<file path="config.mk">
export PLATFORM = sky130hd
export DESIGN_NAME = snoop_responder
export DESIGN_NICKNAME = d
export VERILOG_FILES = /design/src/rtl/snoop_responder.sv
export SDC_FILE = /design/constraint.sdc
export NUM_CORES = 1
export LEC_CHECK = 0
export ABC_AREA = 1
export BUFFER_PORTS_ARGS = -buffer_cell sky130_fd_sc_hd__clkbuf_2
export CORE_AREA = 4 4 155 127
export CTS_BUF_LIST = sky130_fd_sc_hd__clkbuf_8
export DETAILED_ROUTE_END_ITERATION = 16
export DIE_AREA = 0 0 159 131
export PLACE_DENSITY = 0.48
export SETUP_SLACK_MARGIN = 0.2
export SYNTH_ARGS = -nofsm -noshare
export SYNTH_HDL_FRONTEND = slang
export SYNTH_SLANG_ARGS = --single-unit
</file>
<file path="constraint.sdc">
create_clock -name clock -period 2.5 [get_ports clock]
set_input_delay 0.125 -clock clock [delete_from_list [all_inputs] [get_ports clock]]
set_output_delay 0.125 -clock clock [all_outputs]
set_load 0.01 [all_outputs]
</file>
<file path="src/rtl/snoop_responder.sv">
// Snoop-side MSI responder: looks up remote bus requests in a 4-line
// directory, downgrades/invalidates matching lines and supplies M data.
module snoop_responder #(
    parameter logic [1:0] MY_ID  = 2'b00,
    parameter int         DATA_W = 8,
    parameter int         ADDR_W = 5
) (
    input  logic              clock,
    input  logic              reset,
    input  logic              bus_valid,
    output logic              bus_ready,
    input  logic [1:0]        bus_src,
    input  logic [1:0]        bus_cmd,
    input  logic [ADDR_W-1:0] bus_addr,
    output logic              resp_valid,
    input  logic              resp_ack,
    output logic              resp_hit,
    output logic [DATA_W-1:0] resp_data,
    output logic              abort_mem,
    input  logic              local_we,
    input  logic [ADDR_W-1:0] local_addr,
    input  logic [1:0]        local_state,
    input  logic [DATA_W-1:0] local_data
);

    typedef enum logic [1:0] {
        IDLE   = 2'd0,
        LOOKUP = 2'd1,
        SUPPLY = 2'd2,
        RESP   = 2'd3
    } state_t;

    localparam logic [1:0] ST_I    = 2'b00;
    localparam logic [1:0] ST_S    = 2'b01;
    localparam logic [1:0] ST_M    = 2'b10;
    localparam logic [1:0] CMD_RD  = 2'b00;
    localparam logic [1:0] CMD_WR  = 2'b01;
    localparam logic [1:0] CMD_INV = 2'b10;
    localparam logic [1:0] CMD_RSV = 2'b11;

    function automatic logic [1:0] blk_of(input logic [ADDR_W-1:0] a);
        logic [1:0] b;
        case (int'(a))
            8, 10:   b = 2'd0;
            12:      b = 2'd1;
            14, 16:  b = 2'd2;
            default: b = 2'd3;
        endcase
        return b;
    endfunction

    state_t              state_q;
    state_t              state_d;

    logic [ADDR_W-1:0]   tag_q  [4];
    logic [1:0]          st_q   [4];
    logic [DATA_W-1:0]   data_q [4];

    logic [1:0]          src_q;
    logic [1:0]          cmd_q;
    logic [ADDR_W-1:0]   addr_q;
    logic [DATA_W-1:0]   sup_data_q;

    logic [1:0]          lk_blk;
    logic [1:0]          lk_st;
    logic                lk_hit;
    logic                lk_sup;
    logic [1:0]          lk_next_st;
    logic [1:0]          lw_blk;
    logic [1:0]          lw_st;

    assign bus_ready = (state_q == IDLE);

    always_comb begin
        lk_blk     = blk_of(addr_q);
        lk_st      = st_q[lk_blk];
        lk_hit     = (lk_st != ST_I) && (tag_q[lk_blk] == addr_q) &&
                     (src_q != MY_ID) && (cmd_q != CMD_RSV);
        lk_sup     = lk_hit && (lk_st == ST_M) && (cmd_q != CMD_INV);
        lk_next_st = lk_st;
        if (lk_hit) begin
            case (cmd_q)
                CMD_RD:  lk_next_st = (lk_st == ST_M) ? ST_S : lk_st;
                CMD_WR:  lk_next_st = ST_I;
                CMD_INV: lk_next_st = ST_I;
                default: lk_next_st = lk_st;
            endcase
        end
        lw_blk = blk_of(local_addr);
        lw_st  = (local_state == 2'b11) ? ST_I : local_state;
    end

    always_ff @(posedge clock or negedge reset) begin
        if (!reset) begin
            state_q <= IDLE;
        end else begin
            state_q <= state_d;
        end
    end

    always_comb begin
        state_d = state_q;
        case (state_q)
            IDLE:    if (bus_valid) state_d = LOOKUP;
            LOOKUP:  state_d = lk_sup ? SUPPLY : RESP;
            SUPPLY:  state_d = RESP;
            RESP:    if (resp_valid && resp_ack) state_d = IDLE;
            default: state_d = IDLE;
        endcase
    end

    always_ff @(posedge clock or negedge reset) begin
        if (!reset) begin
            for (int i = 0; i < 4; i++) begin
                tag_q[i]  <= '0;
                st_q[i]   <= ST_I;
                data_q[i] <= '0;
            end
            src_q      <= '0;
            cmd_q      <= '0;
            addr_q     <= '0;
            sup_data_q <= '0;
            resp_valid <= 1'b0;
            resp_hit   <= 1'b0;
            resp_data  <= '0;
            abort_mem  <= 1'b0;
        end else begin
            if (state_q == IDLE && bus_valid) begin
                src_q  <= bus_src;
                cmd_q  <= bus_cmd;
                addr_q <= bus_addr;
            end
            if (state_q == LOOKUP) begin
                resp_hit   <= lk_hit;
                sup_data_q <= data_q[lk_blk];
                st_q[lk_blk] <= lk_next_st;
            end
            if (state_q == SUPPLY) begin
                resp_data <= sup_data_q;
                abort_mem <= 1'b1;
            end
            if (state_q == RESP) begin
                if (!resp_valid) begin
                    resp_valid <= 1'b1;
                end else if (resp_ack) begin
                    resp_valid <= 1'b0;
                    resp_hit   <= 1'b0;
                    resp_data  <= '0;
                    abort_mem  <= 1'b0;
                end
            end
            // Processor-side write lands last so it overrides a snoop update
            if (local_we) begin
                tag_q[lw_blk]  <= local_addr;
                st_q[lw_blk]   <= lw_st;
                data_q[lw_blk] <= local_data;
            end
        end
    end

endmodule

</file>
==> flow_summary.ini <==
[timing]
maxSlewViolCount = 0
finalSetupViolCount = 0
fin_crit_sh_pct = 90.7
tightest_slew_ps = 832
postLayoutSetupSlackWorst_ps = 232
finalCriticalPeriod_ps = 2270
fmax_mhz = 441
hold_violations = 0
maxSlewHeadroom_pct = 44.5
fin_skew_ps = 12.1
rsz0062_at_grt = true
setup-tns-final_ps = 0

[worst_setup_path]
end_kind = flop
cp_max_fo = 7
start_kind = flop
worstPathRequired_ps = 2800
worst_r2r_path_depth = 13
crit_arrival_ps = 2570
crit_type = reg -> reg

[clock_network]
cts_tree = done
cts.clk_slew.worst_paths_ps = 100
cts_made_buffers = 9
cts.path.max_buffers = 2
cts_sinks = 90
clockRootBuffer = clkbuf_8
cts.htree.levels = 3
clk-insertion-delay-late_ps = 380

[floorplan]
die_h_um = 131
initial_utilization_pct = 24.8
ios = 41
num_rows = 44
die-area_um2 = 20800
die-width_um = 159
core_um2 = 18000

[detailed_routing]
routed_via_density = 4.41
drcViolationCount = 0
drtPass1Iterations = 5
vias = 3857
ant_nets = 0
totalWireLength_um = 12000
wire_per_inst_um = 13.7
drtIter0Drc = 298

[job]
maxCapViolCount = 0

[finish]
layout-drive-gt1-share_pct = 20.2
seq_area_um2 = 2260
area_delta_synth_final_pct = 27.1
nets = 671
nFillCells = 1865
stdcell_count = 874
multi_input_area_um2 = 1870

[synthesis]
avgSynthCellArea_um2 = 7.98
synth_area_um2 = 4460
yosysTopAreaCellShare_pct = 50.5
synth-main-ff-cell = dfrtp_1
synth_nets = 592
synthCells = 559
synth_edf_count = 0
yosysUniqueCellTypes = 30
yosysWarnings = 0
synth-seq-cells = 90
synth_area_leader_cell = dfrtp_1
yosysSeqAreaShare_pct = 50.5
async_flop_share_pct = 100
synth_area_leaders = dfrtp_1 50%, nand2_1 12%, inv_1 6.8%

[power_and_ir_drop]
ir_worst_vdd_mv = 0.370
total_power_mw = 5.53
p_seq_share_pct = 40.0
power.internal_mw = 3.41
power.static_leakage_nw = 2.85
power_frac_comb_pct = 38.0
swShare_pct = 38.3
powerDensity_nw_per_um2 = 976
p_sw_mw = 2.12
clockPowerShare_pct = 21.9

[min_path]
hold_depth = 3
hp-class = in -> reg

[place]
place_congestion = 0.872
port_buffers = 40
place_ws_ps = 144
dp_hpwl_um = 8000
place_inst = 816

[global_routing]
grt_overflow = 0
grt_pass1_wl_um = 18700
antenna_found_initial = 1
grt_use_total_pct = 11.2
grt_max_degree = 48
grt_pass1_vias = 3567

[outcome]
outcome = finished, final reports clean
Yosys cell counts, types with 3 or more instances:
cell      number
nor3_1         3
nand3_1       35
mux2_2         4
a31oi_1        8
clkbuf_1      17
nand3_2        7
nand3b_1       3
a21oi_2        3
inv_1         81
nand2_1      138
a21oi_1       42
o211ai_1       9
nand2_2        4
ha_1           4
dfrtp_1       90
nor2_1        42
o21ai_0       49
buf_6          3
worst paths after layout:
| path | startpoint | slack [ps] | to |
|---|---|---|---|
| max reg2reg | addr_q[3] | 230 | st_q[6] |
| max in group asynchronous | reset | 1520 | data_q[20] |
| min | bus_addr[3] | 5 | addr_q[3] |
| min in group asynchronous | reset | 290 | src_q[1] |
| min reg2reg | tag_q[13] | 460 | tag_q[13] |
| max | addr_q[3] | 230 | st_q[6] |
cell usage in the layout, fill, tap and decap left out, drive strengths merged, types with 4 or more instances in the layout:
cell type    count
nand2          145
dfrtp           90
inv             81
clkbuf          53
o21ai           49
nor2            46
a21oi           45
nand3           42
buf             32
dlygate4sd3     18
o211ai           9
a31oi            8
mux2             4
ha               4
metal layers:
metal | GRT usage [%] | wire length [µm] | up-vias
met5 | 0 | 0 | -
met3 | 3.48 | 705 | 15
met1 | 15.9 | 5950 | 1781
li1 | - | - | 1945
met4 | 3.27 | 183 | 0
met2 | 16.6 | 5110 | 116
what timing repair did:
| action | in CTS | in global routing |
|---|---|---|
| gates cloned | 0 | 2 |
| gates resized for setup | 4 | 24 |
| setup endpoints to repair | 9 | 9 |
| hold buffers | 18 | 0 |
| hold endpoints to repair | 60 | 0 |
| pin swaps | 1 | 13 |
| buffers inserted | 3 | 18 |
cells by family after synthesis:
logic type / count (synthesis) / share of synthesized area (%)
adder cells (fa/ha/maj): 4 / 1.12
AND/OR/NAND/NOR: 243 / 24.0
AO/OA/AOI/OAI: 112 / 13.7
buffers and inverters: 106 / 9.68
flip-flops: 90 / 50.5
multiplexers: 4 / 1.01
cell type report:
| class | instances | share of cell area [%] |
|---|---|---|
| multi-input cells | 364 | 33.0 |
| clock inverters | 3 | 1.21 |
| flip-flops and latches | 90 | 39.8 |
| diodes | 1 | 0.0441 |
| repair buffers | 90 | 12.0 |
| inverters | 83 | 5.72 |
| clock buffers | 13 | 3.16 |
| well taps | 230 | 5.08 |
worst max-delay path: stages, from the launching register on:
cell,delay [ps]
dfrtp_1,380
inv_2,60
nor2_4,190
nand3_4,240
clkbuf_16,240
a21oi_2,100
nand2_1,50
nand3_1,70
nand2_1,70
nor2_2,180
nand4_1,190
nand2_2,190
nand3_2,90
a21oi_1,140
stage by stage:
stage          hold slack, ps  utilization [%]  cell area [µm²]
2_1_floorplan            -171                -             4460
3_3_place_gp              182             27.3             4920
3_5_place_dp              181             27.3             4920
4_1_cts                 0.638             30.0             5400
5_1_grt                  25.9             31.5             5670
6_report                 4.75             31.5             5670
registers in the layout (all words and copies together), names as in the netlist:
register    cells
abort_mem       1
data_q         32
addr_q          5
resp_valid      1
resp_data       8
st_q            8
state_q         2
sup_data_q      8
cmd_q           2
resp_hit        1
src_q           2
tag_q          20
power by group through the flow:
stage,clock (mW),combinational [mW],sequential (mW)
after floorplan,0,1.35,2.17
after global placement,0,1.82,2.22
after detailed placement,0,1.84,2.23
after CTS,1.25,1.91,2.21
after global routing,1.32,2.38,2.27
final,1.21,2.11,2.21
Note: power is estimated with default switching activity, not from simulation.
